$ cat config.mk
export PLATFORM = sky130hd
export DESIGN_NAME = decoder_3to8
export DESIGN_NICKNAME = d
export VERILOG_FILES = /design/src/rtl/decoder_3to8.sv
export SDC_FILE = /design/constraint.sdc
export NUM_CORES = 1
export LEC_CHECK = 0
export BUFFER_PORTS_ARGS = -buffer_cell sky130_fd_sc_hd__buf_2
export CAP_MARGIN = 30
export CORE_AREA = 5 5 42 44
export DETAILED_ROUTE_END_ITERATION = 8
export DIE_AREA = 0 0 47 49
export PLACE_DENSITY_LB_ADDON = 0.15
export REMOVE_ABC_BUFFERS = 1
export SYNTH_ARGS = -nofsm -noshare
export SYNTH_HDL_FRONTEND = slang
export SYNTH_SLANG_ARGS = --single-unit
$ cat constraint.sdc
create_clock -name clk -period 0.8 [get_ports clk]
set_input_delay 0.04 -clock clk [delete_from_list [all_inputs] [get_ports clk]]
set_output_delay 0.04 -clock clk [all_outputs]
set_load 0.02 [all_outputs]
$ cat src/rtl/decoder_3to8.sv
// Registered 3-to-8 one-hot decoder with enable and an optional gate-level cross-check.
// Latency: 1 cycle from sampling en/in to out/valid; one decode per cycle, no bubbles.
// Backpressure: none; every clock edge captures a new result, so there is nothing to stall.
//
// Ports:
//   clk      rising-edge clock
//   rst_n    asynchronous active-low reset; clears out, valid and mismatch at once
//   en       decode enable, sampled on the rising edge of clk
//   in       3-bit binary select, sampled with en
//   out      registered one-hot decode of in (8'h00 when the sample was not enabled)
//   valid    registered; high when out holds the decode of an enabled sample
//   mismatch sticky flag set when the gate-level and behavioural decodes disagree
//
// Build option: define DECODER_3TO8_XCHECK_EN to build the gate-level decoder
// next to the behavioural one and compare them on every enabled edge. Without
// it only the behavioural decoder exists and mismatch is a constant 0. out and
// valid behave identically in both builds.

module decoder_3to8 (
   input  logic       clk,
   input  logic       rst_n,
   input  logic       en,
   input  logic [2:0] in,
   output logic [7:0] out,
   output logic       valid,
   output logic       mismatch
);

   // Behavioural decode; this is always the value that reaches out.
   logic [7:0] beh_dec;

   always_comb begin
      beh_dec = 8'h00;
      case (in)
         3'b000:  beh_dec = 8'h01;
         3'b001:  beh_dec = 8'h02;
         3'b010:  beh_dec = 8'h04;
         3'b011:  beh_dec = 8'h08;
         3'b100:  beh_dec = 8'h10;
         3'b101:  beh_dec = 8'h20;
         3'b110:  beh_dec = 8'h40;
         3'b111:  beh_dec = 8'h80;
         // Only reachable with X/Z on in; keeps out all-zero rather than guessing.
         default: beh_dec = 8'h00;
      endcase
   end

   // Output register. A disabled edge clears out as well as valid so that
   // out is never stale: valid=0 always pairs with out=8'h00.
   always_ff @(posedge clk or negedge rst_n) begin
      if (!rst_n) begin
         out   <= 8'h00;
         valid <= 1'b0;
      end else if (en) begin
         out   <= beh_dec;
         valid <= 1'b1;
      end else begin
         out   <= 8'h00;
         valid <= 1'b0;
      end
   end

`ifdef DECODER_3TO8_XCHECK_EN

   // Gate-level decode: one NOT stage feeding one AND3 per output line.
   // For line k, each literal is the true input bit where k has a 1 and the
   // inverted bit where k has a 0, e.g. line 5 (101) = in2 & ~in1 & in0.
   logic [2:0] in_n;
   logic [7:0] gate_dec;

   assign in_n = ~in;

   for (genvar k = 0; k < 8; k++) begin : g_gate
      localparam logic [2:0] CODE = 3'(k);
      logic lit2;
      logic lit1;
      logic lit0;
      assign lit2        = CODE[2] ? in[2] : in_n[2];
      assign lit1        = CODE[1] ? in[1] : in_n[1];
      assign lit0        = CODE[0] ? in[0] : in_n[0];
      assign gate_dec[k] = lit2 & lit1 & lit0;
   end

   // Sticky disagreement flag; only reset clears it. Disabled edges do not
   // compare, since the decode result is discarded on those edges anyway.
   logic mismatch_q;

   always_ff @(posedge clk or negedge rst_n) begin
      if (!rst_n) begin
         mismatch_q <= 1'b0;
      end else if (en && (gate_dec != beh_dec)) begin
         mismatch_q <= 1'b1;
      end
   end

   assign mismatch = mismatch_q;

`else

   assign mismatch = 1'b0;

`endif

endmodule

# Word level (Yosys, flattened, before mapping)
# Memory sizes are Yosys's and may differ from the RTL's.
# Cells that the tools add are included.
[word_totals]
output_inout_bits = 10
register_bits = 9
rom_bits = 64
wordCells = 5
n_memories = 1
[mem_list]
columns = ["name", "words", "word_bits", "read_ports", "rd_ports_with_merged_regs", "write_ports", "line", "rtl"]
rows = [
  ["(no name shown)", 8, 8, 1, 0, 0, "34", "case (in)"],
]
[op_classes]
n_mux = 2
[ops]
columns = ["operator", "count"]
rows = [
  ["2-to-1 mux 8 bit", 1],
  ["2-to-1 mux 1 bit", 1],
]

# Logic depth before layout (Yosys ltp)
# An unclocked memory read counts as a cell.
[depth]
depth_word = 2
ltp_mapped = 1
ltp_nobuf = 1

# Least setup slack after synthesis
# OpenSTA, ideal clock, no wires.
[synth_path]
path_kind = "register -> output"
start = "reg out[0]"
end = "out out[0]"
path_buffers = 0
path_stages_with_launch = 1
setup_slack_ps = 344
t_arrival_ps = 416
cell_sequence = "dfrtp_1"
[synth_lines]
columns = ["item", "line", "rtl"]
rows = [
  ["from (decl)", "24", "output logic [7:0] out,"],
  ["from (signal assigned)", "55", "out <= beh_dec;"],
]
# No word-level cell between the ends.

# Final worst setup path
[layout_path]
start = "reg out[1]"
end = "out out[1]"
# No word-level cell between the ends.

==> out/qor.yml <==
crit_chain: "buf_6"
detailed_place_hpwl_um: 510
dr.pass1.iters: 1
grt_pass1_vias: 271
layout-area-overhead-vs-synth_pct: 55.6
ys_ff_latch: 9
critPathKind: "flip-flop to output pin"
wl_per_cell_um: 13.0
max_stage_delay_ps: 380
required_ps: 760
fin_crit_ps: 801
power_density_mw_per_mm2: 1780
first_iter_violations: 0
num_rows: 14
clk_pin_slew_ps: 60
p_clk_frac: 0.365
avgSynthCellArea_um2: 17.5
synth_seq_area_share: 0.677
hp-class: "input port to flip-flop"
grt_overflow_total: 0
final_layout_size_suffix_gt1_frac: 0.658
min_period_over_period: 1.00
combPwrFrac: 0.120
clockRootBuffer: "clkbuf_4"
numCtsBuffers: 3
fmax_ghz: 1.25
postSynthCellCount: 19
die_w_um: 47
grt_max_degree: 10
finalHoldViolCount: 0
postRouteWirelength_um: 702
antennaDiodeCount: 0
drc: 0
final_nets: 45
status: "finished, violations left"
viasPerCell: 4.28
hold_path_depth: 2
worst-path-buf-inv: 1
fillers: 148
power_leakage_nw: 0.256
clock_sinks: 9
via_count: 231
crit_family: "flip-flops"
arrival_ps: 760
drv_slew: 0
tns_ps: -1.01
grt_first_pass_wirelength_um: 1220
swShare: 0.226
antenna_found_initial: 0
violations: "negative setup slack"
io_buffers: 14
min-delay-start: "in[1]"
synth_area_um2: 333
die_area_mm2: 0.00230
drv_cap: 0
cp-start-kind: "flip-flop"
yosysUniqueCellTypes: 7
setup_violations: 1
p_sw_uw: 208
worst_slack_ps: -1.01
gp_congestion: 0.620
critPathMaxFanout: 1
initial_utilization: 0.237
postRouteAntennaNets: 0
dp_slack_ps: 234
seqPwrFrac: 0.515
io_pins: 16
yosysWarnings: 0
whs_endpoint: "out[0]"
track_usage: 0.0754
dieHeight_um: 49
total_power_uw: 920
cts_tree: "built"
rsz0062_at_grt: "true"
core_area_mm2: 0.00140
cp_slowest_cell: "dfrtp_1"
cp-end-kind: "output pin"
ir_drop_mv: 0.641
cts_buffer_depth: 2
h-tree-depth: 1
internal_power_uw: 712
[metrics by stage]
stage,hold WS [ps],util,area (um^2),std cells
6_report,41.0,0.370,518,54
5_1_grt,43.7,0.370,518,54
4_1_cts,28.7,0.370,518,54
3_5_place_dp,-99.6,0.296,415,48
3_3_place_gp,-102,0.296,415,48
2_1_floorplan,-256,-,325,18
[layout make-up]
class                           count  area [um^2]  share of cell area
Clock buffer                        4         26.3              0.0507
Multi-Input combinational cell      9          100               0.193
Sequential cell                     9          225               0.435
Tap cell                           16         20.0              0.0386
Timing Repair Buffer               16          146               0.283
[placed cells by master, fill, tap and decap left out]
master	synthesis	layout
dfrtp_1	9	9
buf_6	0	9
buf_2	0	5
and4b_2	3	3
and4bb_2	3	3
clkbuf_4	0	3
dlygate4sd3_1	0	2
nor4b_2	1	1
and4_2	1	1
conb_1	1	1
clkbuf_1	0	1
[state kept, by name, indices dropped and copies added, names as in the netlist]
name,count
valid,1
out,8
[how the worst max path moves through the flow]
stage                       from     end  slack [ps]  cells past startpoint
after floorplan           out[0]  out[0]         340                      0
after global placement     in[0]  out[4]         250                      2
after detailed placement   in[0]  out[4]         230                      2
after CTS                 out[1]  out[1]         -20                      1
after global routing      out[1]  out[1]         -30                      1
final                     out[1]  out[1]          -1                      1
[what timing repair did]
action                                  CTS  global route
pin swaps                                 0             0
cloned                                    0             0
gates resized for setup                  18             0
endpoints found under the setup margin    9             9
buffers inserted                          0             0
hold endpoints to repair                 10             0
hold buffers                              2             0
[power by group through the flow]
stage          Combinational [mW]  Clock (mW)  Sequential [mW]
4_1_cts                     0.112       0.356            0.474
5_1_grt                     0.122       0.391            0.474
3_3_place_gp               0.0867           0            0.479
6_report                    0.110       0.336            0.474
3_5_place_dp               0.0895           0            0.479
2_1_floorplan              0.0197           0            0.497
[per-layer routing]
metal  track usage  part of all wire  vias to the layer above
li1              -                 -                      107
met1        0.0952              0.43                      112
met2        0.0973              0.45                       12
met3        0.0443              0.13                        0
met4        0.0415                 0                        0
met5             0                 0                        -
[cells in the mapped netlist]
library cell,instances,area [um^2]
dfrtp_1,9,225
and4b_2,3,33.8
and4bb_2,3,37.5
and4_2,1,10.0
buf_4,1,7.51
conb_1,1,3.75
nor4b_2,1,15.0
[kinds of logic after synthesis]
kind of cell | count (synthesis) | share of synthesized area
buf+inv | 1 | 0.0226
flops | 9 | 0.677
other cells | 1 | 0.0113
simple gates | 8 | 0.289
Power figures use the tool's default switching activity.
